### src/rtl/add_sub_arbiter.sv
`default_nettype none
// ============================================================================
//  Module   : add_sub_arbiter (with helper Add_Sub)
//  Purpose  : Round-robin arbiter/sequencer sharing one carry-select Add_Sub
//             adder among NUM_REQ requesters. Subtract runs as two adder
//             passes (negate B, then add). Results leave through a
//             valid/ready port tagged with the requester index.
//  Option   : define ADD_SUB_ARB_SAT_EN to saturate results on overflow.
//  Revision : 1.0  initial release
// ============================================================================

// ----------------------------------------------------------------------------
//  Add_Sub : carry-select adder, no carry-in. Low half ripples, the high half
//  is precomputed for both carries and selected by the low-half carry out.
// ----------------------------------------------------------------------------
module Add_Sub #(
  parameter int DATA_WIDTH = 16
) (
  input  logic [DATA_WIDTH-1:0] a_i,
  input  logic [DATA_WIDTH-1:0] b_i,
  output logic [DATA_WIDTH-1:0] sum_o,
  output logic                  ovf_o
);
  localparam int HALF = DATA_WIDTH / 2;

  logic [HALF:0]   w_lo;
  logic [HALF-1:0] w_hi0;
  logic [HALF-1:0] w_hi1;

  assign w_lo  = {1'b0, a_i[HALF-1:0]} + {1'b0, b_i[HALF-1:0]};
  assign w_hi0 = a_i[DATA_WIDTH-1:HALF] + b_i[DATA_WIDTH-1:HALF];
  assign w_hi1 = a_i[DATA_WIDTH-1:HALF] + b_i[DATA_WIDTH-1:HALF] + {{(HALF-1){1'b0}}, 1'b1};

  assign sum_o = {(w_lo[HALF] ? w_hi1 : w_hi0), w_lo[HALF-1:0]};
  // Signed overflow: operands share a sign that the sum does not.
  assign ovf_o = (a_i[DATA_WIDTH-1] == b_i[DATA_WIDTH-1]) &&
                 (sum_o[DATA_WIDTH-1] != a_i[DATA_WIDTH-1]);
endmodule

// ----------------------------------------------------------------------------
//  add_sub_arbiter : top level
// ----------------------------------------------------------------------------
module add_sub_arbiter #(
  parameter int DATA_WIDTH = 16,
  parameter int NUM_REQ    = 4,
  parameter int ID_WIDTH   = 2
) (
  input  logic                          clk,
  input  logic                          rst_n,
  input  logic [NUM_REQ-1:0]            req,
  input  logic [NUM_REQ-1:0]            sub,
  input  logic [NUM_REQ*DATA_WIDTH-1:0] a_flat,
  input  logic [NUM_REQ*DATA_WIDTH-1:0] b_flat,
  output logic [NUM_REQ-1:0]            gnt,
  output logic                          out_valid,
  input  logic                          out_ready,
  output logic [ID_WIDTH-1:0]           out_id,
  output logic [DATA_WIDTH-1:0]         out_result,
  output logic                          out_overflow,
  output logic                          busy
);
  localparam logic [DATA_WIDTH-1:0] MIN_VAL  = {1'b1, {(DATA_WIDTH-1){1'b0}}};
  localparam logic [ID_WIDTH-1:0]   LAST_IDX = ID_WIDTH'(NUM_REQ - 1);
  localparam logic [NUM_REQ-1:0]    ONE_HOT0 = {{(NUM_REQ-1){1'b0}}, 1'b1};
`ifdef ADD_SUB_ARB_SAT_EN
  localparam logic [DATA_WIDTH-1:0] MAX_VAL  = {1'b0, {(DATA_WIDTH-1){1'b1}}};
`endif

  typedef enum logic [1:0] {
    S_IDLE = 2'd0,
    S_NEG  = 2'd1,
    S_ADD  = 2'd2,
    S_OUT  = 2'd3
  } state_t;

  state_t                  state_q, state_d;
  logic [ID_WIDTH-1:0]     rr_ptr_q, rr_ptr_d;
  logic [DATA_WIDTH-1:0]   a_lat_q, a_lat_d;
  logic [DATA_WIDTH-1:0]   b_lat_q, b_lat_d;
  logic                    op_lat_q, op_lat_d;
  logic [ID_WIDTH-1:0]     id_lat_q, id_lat_d;
  logic                    bmin_q, bmin_d;
  logic [DATA_WIDTH-1:0]   result_q, result_d;
  logic                    ovf_q, ovf_d;
  logic [ID_WIDTH-1:0]     out_id_q, out_id_d;

  // Arbitration signals
  logic [2*NUM_REQ-1:0]    req_dbl;
  logic [NUM_REQ-1:0]      req_rot;
  logic                    sel_found;
  logic [ID_WIDTH-1:0]     sel_idx;
  logic [NUM_REQ-1:0]      sel_onehot;
  logic [DATA_WIDTH-1:0]   a_sel;
  logic [DATA_WIDTH-1:0]   b_sel;
  logic                    sub_sel;

  // Shared adder ports
  logic [DATA_WIDTH-1:0]   add_a;
  logic [DATA_WIDTH-1:0]   add_b;
  logic [DATA_WIDTH-1:0]   add_sum;
  logic                    add_ovf;

  // Rotate requests so bit 0 is the current highest-priority requester.
  assign req_dbl = {req, req} >> rr_ptr_q;
  assign req_rot = req_dbl[NUM_REQ-1:0];

  // Pick the first requester at or after rr_ptr, wrapping around.
  always_comb begin
    int pos;
    pos       = 0;
    sel_found = 1'b0;
    sel_idx   = '0;
    for (int k = 0; k < NUM_REQ; k++) begin
      if (!sel_found && req_rot[k]) begin
        sel_found = 1'b1;
        pos       = int'(rr_ptr_q) + k;
        if (pos >= NUM_REQ) pos = pos - NUM_REQ;
        sel_idx   = pos[ID_WIDTH-1:0];
      end
    end
  end

  assign sel_onehot = ONE_HOT0 << sel_idx;

  // Route the selected requester's operands and opcode.
  always_comb begin
    a_sel   = '0;
    b_sel   = '0;
    sub_sel = 1'b0;
    for (int i = 0; i < NUM_REQ; i++) begin
      if (sel_onehot[i]) begin
        a_sel   = a_flat[i*DATA_WIDTH +: DATA_WIDTH];
        b_sel   = b_flat[i*DATA_WIDTH +: DATA_WIDTH];
        sub_sel = sub[i];
      end
    end
  end

  // Adder operand mux: NEG pass forms ~B + 1, every other state adds A + B.
  always_comb begin
    add_a = a_lat_q;
    add_b = b_lat_q;
    if (state_q == S_NEG) begin
      add_a = ~b_lat_q;
      add_b = {{(DATA_WIDTH-1){1'b0}}, 1'b1};
    end
  end

  Add_Sub #(.DATA_WIDTH(DATA_WIDTH)) u_add_sub (
    .a_i   (add_a),
    .b_i   (add_b),
    .sum_o (add_sum),
    .ovf_o (add_ovf)
  );

  // Next-state and datapath updates for the sequencer.
  always_comb begin
    state_d  = state_q;
    rr_ptr_d = rr_ptr_q;
    a_lat_d  = a_lat_q;
    b_lat_d  = b_lat_q;
    op_lat_d = op_lat_q;
    id_lat_d = id_lat_q;
    bmin_d   = bmin_q;
    result_d = result_q;
    ovf_d    = ovf_q;
    out_id_d = out_id_q;
    unique case (state_q)
      S_IDLE: begin
        if (sel_found) begin
          a_lat_d  = a_sel;
          b_lat_d  = b_sel;
          op_lat_d = sub_sel;
          id_lat_d = sel_idx;
          bmin_d   = 1'b0;
          rr_ptr_d = (sel_idx == LAST_IDX) ? '0 : sel_idx + 1'b1;
          state_d  = sub_sel ? S_NEG : S_ADD;
        end
      end
      S_NEG: begin
        // Negating the most negative value wraps to itself; remember it so
        // the overflow flag can be corrected in the add pass.
        bmin_d  = (b_lat_q == MIN_VAL);
        b_lat_d = add_sum;
        state_d = S_ADD;
      end
      S_ADD: begin
        ovf_d    = (op_lat_q && bmin_q) ? ~a_lat_q[DATA_WIDTH-1] : add_ovf;
        result_d = add_sum;
`ifdef ADD_SUB_ARB_SAT_EN
        // Overflow direction follows the sign of A (effective operands agree).
        if (ovf_d) result_d = a_lat_q[DATA_WIDTH-1] ? MIN_VAL : MAX_VAL;
`endif
        out_id_d = id_lat_q;
        state_d  = S_OUT;
      end
      S_OUT: begin
        if (out_ready) state_d = S_IDLE;
      end
      default: state_d = S_IDLE;
    endcase
  end

  // FSM state register.
  always_ff @(posedge clk or negedge rst_n) begin
    if (!rst_n) state_q <= S_IDLE;
    else        state_q <= state_d;
  end

  // Operand latches, round-robin pointer and output registers.
  always_ff @(posedge clk or negedge rst_n) begin
    if (!rst_n) begin
      rr_ptr_q <= '0;
      a_lat_q  <= '0;
      b_lat_q  <= '0;
      op_lat_q <= 1'b0;
      id_lat_q <= '0;
      bmin_q   <= 1'b0;
      result_q <= '0;
      ovf_q    <= 1'b0;
      out_id_q <= '0;
    end else begin
      rr_ptr_q <= rr_ptr_d;
      a_lat_q  <= a_lat_d;
      b_lat_q  <= b_lat_d;
      op_lat_q <= op_lat_d;
      id_lat_q <= id_lat_d;
      bmin_q   <= bmin_d;
      result_q <= result_d;
      ovf_q    <= ovf_d;
      out_id_q <= out_id_d;
    end
  end

  // Grant is a combinational pulse in IDLE, forced low while reset is held.
  assign gnt          = (rst_n && state_q == S_IDLE && sel_found) ? sel_onehot : '0;
  assign out_valid    = (state_q == S_OUT);
  assign busy         = (state_q != S_IDLE);
  assign out_id       = out_id_q;
  assign out_result   = result_q;
  assign out_overflow = ovf_q;

endmodule
`default_nettype wire

### config.mk
export PLATFORM = sky130hd
export DESIGN_NAME = add_sub_arbiter
export DESIGN_NICKNAME = d
export VERILOG_FILES = /design/src/rtl/add_sub_arbiter.sv
export SDC_FILE = /design/constraint.sdc
export NUM_CORES = 1
export LEC_CHECK = 0
export CORE_MARGIN = 5
export CORE_UTILIZATION = 50
export CTS_CLUSTER_SIZE = 12
export DETAILED_ROUTE_END_ITERATION = 8
export GPL_ROUTABILITY_DRIVEN = 0
export PLACE_DENSITY_LB_ADDON = 0.15
export SLEW_MARGIN = 15
export SYNTH_ARGS = -nofsm -noshare
export SYNTH_HDL_FRONTEND = slang
export SYNTH_SLANG_ARGS = --single-unit
### constraint.sdc
create_clock -name clk -period 6.1 [get_ports clk]
set_clock_uncertainty 0.05 [all_clocks]
set_input_delay 1.22 -clock clk [delete_from_list [all_inputs] [get_ports clk]]
set_output_delay 1.22 -clock clk [all_outputs]
set_load 0.005 [all_outputs]
=== Word level (Yosys, flattened, before mapping) ===
Cells that the tools add are included.

* Output and inout port bits: 25
* Word-level logic and storage cells: 92
* Bits of input ports: 139
* Register bits: 59

* Multiplexer cells: 38
* Reduce and logical (&&, ||, !) cells: 16
* Shift operators: 2
* Add/subtract/negate cells: 11
* Bitwise gates (word level): 2
* Eq/ne operators: 9
* $lt $le $gt $ge: 4

{| class="wikitable"
|+ Operators with widths
! kind !! number
|-
| two-way mux 16 bit || 11
|-
| one-hot mux 16 bit (2 select lines) || 1
|-
| two-way mux 2 bit || 12
|-
| equality test 16 bit, second input constant || 1
|-
| inverter 16 bit || 1
|-
| two-way mux 1 bit || 10
|-
| adder 8 x 8 -> 9 bit || 1
|-
| greater-or-equal comparator 3 bit, second input constant || 3
|-
| adder 8 x 1 -> 8 bit, second input constant || 1
|-
| adder 8 bit || 1
|-
| two-way mux 8 bit || 1
|-
| one-hot mux 2 bit (4 select lines) || 1
|-
| >> shifter 8 x 2 -> 4 bit || 1
|-
| subtractor 2 x 1 -> 2 bit, second input constant || 4
|-
| logical AND 1 bit || 7
|-
| adder 2 x 2 -> 3 bit, second input constant || 2
|-
| equality test 2 bit, second input constant || 3
|-
| AND reduction 2 bit || 3
|-
| two-way mux 4 bit || 1
|-
| nonzero test 2 bit || 2
|-
| << shifter 1 x 2 -> 4 bit, first input constant || 1
|-
| adder 2 x 1 -> 3 bit, second input constant || 1
|-
| greater-or-equal comparator 2 x 3 -> 1 bit, second input constant || 1
|-
| logical NOT 1 bit || 3
|-
| other kinds (9) || 9
|}

=== Logic depth before layout (Yosys ltp) ===
Gate-level depths: netlist of the first run.

* Depth in word-level cells: 19
* Gate-level depth with buffers: 14
* Mapped depth without buffers: 12

=== Modules after synthesis ===
Synthesis of the first run repeated with hierarchy kept, for this count alone.

* Cells, all modules: 526
* Area total of the unflattened synthesis: 4760.8 sq um

{| class="wikitable"
|+ Modules (own cells, without submodules)
! module !! area an instance (sq um) !! sequential area each (sq um) !! cells each !! instances
|-
| add_sub_arbiter || 3935.0 || 1476.4 || 429 || 1
|-
| Add_Sub || 825.8 || 0.0 || 97 || 1
|}

=== Worst setup path after synthesis of the first run ===
OpenSTA, ideal clock, no wires.

* Path type: input port to output port
* Start point: in req[2]
* End point: out gnt[1]
* Stages on the path: 9
* Buffers on the path: 3
* Path slack: 1.813 ns
* Arrival: 3.017 ns
* Required time: 4.830 ns
* Cells stage by stage: mux2i_1 > nor2_1 > or3_1 > inv_1 > ha_1 > clkbuf_1 > clkbuf_1 > buf_1 > and3_1

* Word-level cells in the longest chain between the ends: 13
* Elaborated cells between the ends (all ways): 18
* Classes of those cells: shift (2); mux (9); reduce/logical (7)

{| class="wikitable"
|+ Ends and longest elaborated chain
! element !! line !! source
|-
| start, declared || 50 || <nowiki>input logic [NUM_REQ-1:0] req,</nowiki>
|-
| >> shifter 8 x 2 -> 4 bit * || 104 || <nowiki>assign req_dbl = {req, req} >> rr_ptr_q;</nowiki>
|-
| two-way mux 1 bit || 114 || <nowiki>if (!sel_found && req_rot[k]) begin</nowiki>
|-
| logical NOT 1 bit || 114 ||
|-
| logical AND 1 bit || 114 ||
|-
| two-way mux 1 bit || 114 ||
|-
| logical NOT 1 bit || 114 ||
|-
| logical AND 1 bit || 114 ||
|-
| two-way mux 1 bit || 114 ||
|-
| logical NOT 1 bit || 114 ||
|-
| logical AND 1 bit || 114 ||
|-
| two-way mux 2 bit * || 114 ||
|-
| named net sel_idx[0] || 91 || <nowiki>logic [ID_WIDTH-1:0] sel_idx;</nowiki>
|-
| << shifter 1 x 2 -> 4 bit * || 123 || <nowiki>assign sel_onehot = ONE_HOT0 << sel_idx;</nowiki>
|-
| two-way mux 4 bit * || 236 || <nowiki>assign gnt = (rst_n && state_q == S_IDLE && sel_found) ? sel_onehot : '0;</nowiki>
|-
| end, declared || 54 || <nowiki>output logic [NUM_REQ-1:0] gnt,</nowiki>
|}

The timed path passes the listed nets; every way through them passes the cells marked *.

=== Worst setup path in the final report of the first run ===
* Start point: in req[0]
* End point: out gnt[3]

Same word-level chain as after synthesis.

==> results.cfg, run 1 <==
[worst_setup_path]
path_buf_inv = 3
crit_chain = clkdlybuf4s50_1 -> mux2i_1 -> nor2_1 -> or3_1 -> inv_1 -> ha_2 -> and3_1 -> clkdlybuf4s50_1
r2r_slack_ns = 2.11
slowest_stage = clkdlybuf4s50_1
critical_path_class = in2out
arrival_ns = 3.35
cpMostUsedCell = clkdlybuf4s50_1
cp_top_family = buffers and inverters
startpoint_type = input pin
cpPeakStageDelay_ns = 0.51
endpoint_kind = primary output
r2r-end = b_lat_q[15]
worstPathRequired_ns = 4.83
timing.rr.start = state_q[1]
reg2reg_depth = 11
cp_max_fo = 5

[cts]
cts_setup_buffers = 0
clk_pin_slew_ns = 0.06
clk_path_buf_depth = 2
cts_tree = yes
cts_resized = 0
insertion_delay_ns = 0.35
cts-root-buf = clkbuf_8
cts_made_buffers = 9
htreeDepth = 3
holdBufCountCts = 0
clkSinkCount = 59

[placed_design]
placed_area_um2 = 6360
hpwlAfterDp_mm = 11.7
portBuffers = 163

[synth]
yosysWarnings = 0
synthesis.area_um2 = 4670
yosysMostFrequentCell = dfrtp_1
synth_seq_cells = 59
synth_common_cells = 59 x dfrtp_1, 49 x nor2b_1, 47 x a21oi_1
synth_flop_cell = dfrtp_1
synthesis.nets = 715
synth_seq_area_share = 0.316
netlist.area_leader.share = 0.316
ys_top_cells_by_area = dfrtp_1 32%, ha_1 7.0%, nor2b_1 6.6%
synth_edf_count = 0
netlist.top_cell.by_area = dfrtp_1
synth_cells = 548
syn_area_per_cell_um2 = 8.52
async_flop_share = 1.00
synth_cell_type_count = 52

[sta]
hold_viol_final = 0
setup_viol = 0
holdWs_ns = 0.441
worst_pin_slew_ns = 0.936
fmax_ghz = 0.216
finalSetupTns_ns = 0
fin_crit_sh = 0.757
period_needed_ns = 4.62
rsz0062_at_grt = false
maxSlewViolCount = 0
timing.slew.headroom = 0.376

[final_layout]
finish.utilization = 0.715
final_area_um2 = 6550
diodes = 0
syn2layout_area_growth_pct = 40.3
drive_gt1_frac = 0.0702
final_net_count = 860
fillCellCount = 735

[die]
die_w_um = 107
pin_count = 164
start_util = 0.510
die_h_um = 107
row_count = 35
dieArea_um2 = 11400
core_area_um2 = 9150

[power_and_ir_drop]
pwr-share-clk = 0.093
power.net_switching_uw = 1810
intPower_uw = 1960
pwr-share-seq = 0.191
leakage_uw = 0.00271
switching_share = 0.480
p_comb_frac = 0.715
power_density_nw_per_um2 = 575
ir_worst_vdd_uv = 276

[global_route]
antenna_found_initial = 0
grtUsageTotal = 0.257
grt_pass1_wl_mm = 23.1
gr-total-overflow = 0
grt_pass1_vias = 4755
grt_max_degree = 67

[worst_hold_path]
min-delay-start = id_lat_q[0]
hold_class = reg2reg
whs_path_depth = 2
hold_end = id_lat_q[0]

[detailed_routing]
wl_per_cell_um = 18.2
initialDrtViolationCount = 234
vias = 4771
dr.pass1.iters = 5
drc_errors = 0
wl_mm = 14.8
viasPerCell = 5.90
ant_nets = 0

[run]
drv_cap = 0

[outcome]
outcome = finished, final reports clean
==> kinds of logic (layout without fill, tap and decap cells) <==
logic type      Yosys count  after routing  share of synthesized area
simple gates            180            180                      0.208
flops                    59             59                      0.316
mux                      30             30                     0.0678
buf+inv                  65            215                     0.0528
xor+xnor                 15             15                     0.0281
compound gates          171            171                      0.249
fa+ha+maj                28             28                     0.0783
==> how the worst max path moves through the flow <==
stage	startpoint	to	slack, ns	cells after the start
finish	req[0]	gnt[3]	1.48	8
global route	req[0]	gnt[3]	1.36	8
CTS	req[0]	gnt[3]	1.47	8
detailed placement	req[0]	gnt[3]	1.47	8
global placement	req[0]	gnt[3]	1.52	8
floorplan	req[2]	gnt[1]	1.81	9
==> worst min-delay path, delay by kind of cell, from the launching register on <==
kind	cells	cell delay, ns
DFF	1	0.35
AOI/OAI and AO/OA	1	0.06
and+or+nand+nor	1	0.05
==> final cells by class <==
class                   instances  area, um2  share of cell area
clock buffers                  11        131              0.0201
clock inverters                 5       53.8             0.00822
inverters                      27        101              0.0155
multi-input cells             424       2950               0.451
flip-flops and latches         59       1480               0.225
well taps                     111        139              0.0212
repair buffers                172       1690               0.259
==> power by group through the flow <==
| stage | combinational, uW | sequential (uW) | clock, uW |
|---|---|---|---|
| 6_report | 2690 | 720 | 351 |
| 3_5_place_dp | 2650 | 724 | 0 |
| 5_1_grt | 2960 | 741 | 368 |
| 3_3_place_gp | 2580 | 715 | 0 |
| 2_1_floorplan | 1910 | 697 | 0 |
| 4_1_cts | 2670 | 717 | 353 |
==> metal layers <==
layer  wire length (um)  vias up  GRT usage
li1                   -     2317          -
met1               6190     2248      0.326
met2               7130      182      0.428
met3               1080       24     0.0632
met4                357        0     0.0904
met5                  0        -          0
==> flip-flops by register name (all words and copies together), names as in the netlist <==
signal	count
id_lat_q	2
b_lat_q	16
out_result	16
rr_ptr_q	2
bmin_q	1
out_overflow	1
op_lat_q	1
a_lat_q	16
state_q	2
out_id	2
==> layout by cell type, fill, tap and decap left out, drive strengths merged, types with 6 or more instances in the layout <==
cell | Yosys | layout
ha | 26 | 26
dfrtp | 59 | 59
nand2 | 37 | 37
a21oi | 47 | 47
xnor2 | 10 | 10
nor2b | 49 | 49
mux2 | 13 | 13
clkdlybuf4s50 | 0 | 162
clkbuf | 35 | 11
nor4 | 6 | 6
nand3 | 8 | 8
nor2 | 21 | 21
a211oi | 28 | 28
mux2i | 17 | 17
o21ai | 29 | 29
inv | 27 | 27
nor3 | 33 | 33
a221oi | 32 | 32
a21o | 10 | 10
buf | 3 | 10
==> per-stage QoR <==
stage / total power (uW) / setup slack (ns) / std cells
finish: 3770 / 1.48 / 809
global route: 4070 / 1.36 / 809
CTS: 3740 / 1.47 / 809
detailed placement: 3370 / 1.47 / 793
global placement: 3290 / 1.52 / 793
floorplan: 2610 / 1.81 / 548
No activity file was read; power rests on OpenSTA's default activity.
==> run 2: changes to the inputs <==
--- a/config.mk
+++ b/config.mk
@@ -6,7 +6,7 @@
 export NUM_CORES = 1
 export LEC_CHECK = 0
 export CORE_MARGIN = 5
-export CORE_UTILIZATION = 50
+export CORE_UTILIZATION = 42
 export CTS_CLUSTER_SIZE = 12
 export DETAILED_ROUTE_END_ITERATION = 8
 export GPL_ROUTABILITY_DRIVEN = 0
==> constraint.sdc (replaced) <==
create_clock -name clk -period 3.7 [get_ports clk]
set_clock_uncertainty 0.05 [all_clocks]
set_input_delay 0.74 -clock clk [delete_from_list [all_inputs] [get_ports clk]]
set_output_delay 0.74 -clock clk [all_outputs]
set_load 0.005 [all_outputs]
==> results.cfg, run 2 (synthesis gave the netlist of run 1 again) <==
[outcome]
outcome = finished, final reports clean

[global_route]
antenna_found_initial = 0
met1_usage = 0.298
grt_pass1_vias = 4756
grt_busiest_layer = met2
met3_usage = 0.0533
grtUsageMet2 = 0.375
grt_pass1_wl_mm = 24.1
gr-total-overflow = 0
grt_max_degree = 67
grtUsageTotal = 0.230

[placed_design]
placed_area_um2 = 6480
dp_slack_ns = -0.271
hpwlAfterDp_mm = 12.1
portBuffers = 163

[detailed_routing]
drc_errors = 0
ant_nets = 0
viasPerCell = 5.60
wl_per_cell_um = 18.0
vias = 4737
initialDrtViolationCount = 269
wl_mm = 15.2
dr.pass1.iters = 5

[worst_setup_path]
arrival_ns = 2.89
r2r_slack_ns = 0.24
worstPathRequired_ns = 2.91
startpoint_type = input pin
reg2reg_depth = 11
cp_max_fo = 4
endpoint_kind = primary output
startpoint = req[3]
timing.rr.start = state_q[1]
critical_path_class = in2out

[die]
start_util = 0.429
pin_count = 164
dieArea_um2 = 13300
core_area_um2 = 10900
die_h_um = 115
die_w_um = 115
row_count = 38

[sta]
setup_ws_ns = 0.0207
timing.slew.headroom = 0.375
maxSlewViolCount = 0
fmax_ghz = 0.272
fin_crit_sh = 0.994
setup_viol = 0
hold_viol_final = 0
period_needed_ns = 3.68
worst_pin_slew_ns = 0.933
holdWs_ns = 0.176

[cts]
cts-root-buf = clkbuf_8
clk_pin_slew_ns = 0.07
cts_tree = yes
clkSinkCount = 59
htreeDepth = 3
clk_path_buf_depth = 2
cts_made_buffers = 9
holdBufCountCts = 0
insertion_delay_ns = 0.35

[final_layout]
final_area_um2 = 6770
final_cell_mix = 160 x clkdlybuf4s50_1, 59 x dfrtp_1, 48 x nor2b_1
final_common_cell = clkdlybuf4s50_1
diodes = 0
syn2layout_area_growth_pct = 45.0
drive_gt1_frac = 0.0892
final_net_count = 868

[worst_hold_path]
hold_class = in2async

[power_and_ir_drop]
leakage_uw = 0.00281
finalPower_uw = 6520
ir_worst_vdd_uv = 559
power_density_nw_per_um2 = 964

[run]
drv_cap = 0
run 2: cell types whose count changed in the layout (fill, tap and decap cells not counted), sizes merged:
| cell | delta |
|---|---|
| buf | +8 |
| dlymetal6s2s | +2 |
| bufinv | +2 |
| clkdlybuf4s50 | -2 |
| clkinv | -3 |
| clkbuf | +1 |
run 2: worst paths after layout:
path | to
worst min register to register | id_lat_q[1]
min in group clk | id_lat_q[1]
worst max register to register | b_lat_q[15]
worst min-delay path | rr_ptr_q[1]
worst max-delay path | gnt[0]
max in group asynchronous | out_result[4]
run 2: layout make-up:
cell class	instances	area, um2
clock buffer	12	165
clock inverter	4	95.1
fill	944	4120
inverter	27	101
multi-input combinational	424	2970
sequential	59	1480
tap	140	175
timing repair buffer	180	1780
run 2: report_power, final:
part           switching, uW  total (uW)  internal [uW]
combinational           2540        4570           2030
clock                    266         767            502
sequential               204        1180            980
run 2: through the flow:
step	setup TNS, ns	instances	utilization
2_1_floorplan	0	548	-
3_3_place_gp	-0.181	830	0.595
3_5_place_dp	-1.28	830	0.595
4_1_cts	0	846	0.620
5_1_grt	-0.0181	846	0.621
6_report	0	846	0.621
run 2: timing repair:
action / CTS / global route
endpoints found under the setup margin: 1 / 16
setup buffers: 0 / 0
gates resized for setup: 1 / 5
run 2: layer usage:
metal,routed length (um),vias to the layer above
li1,-,2329
met4,392,0
met1,6470,2215
met5,0,-
met2,7160,167
met3,1190,26
run 2: critical path: stages:
cell and delay [ns]:
clkdlybuf4s50_1 0.56, nor2_1 0.08, or3_1 0.43, buf_4 0.17, ha_1 0.20, buf_4 0.14, and3_1 0.13, clkdlybuf4s50_1 0.44
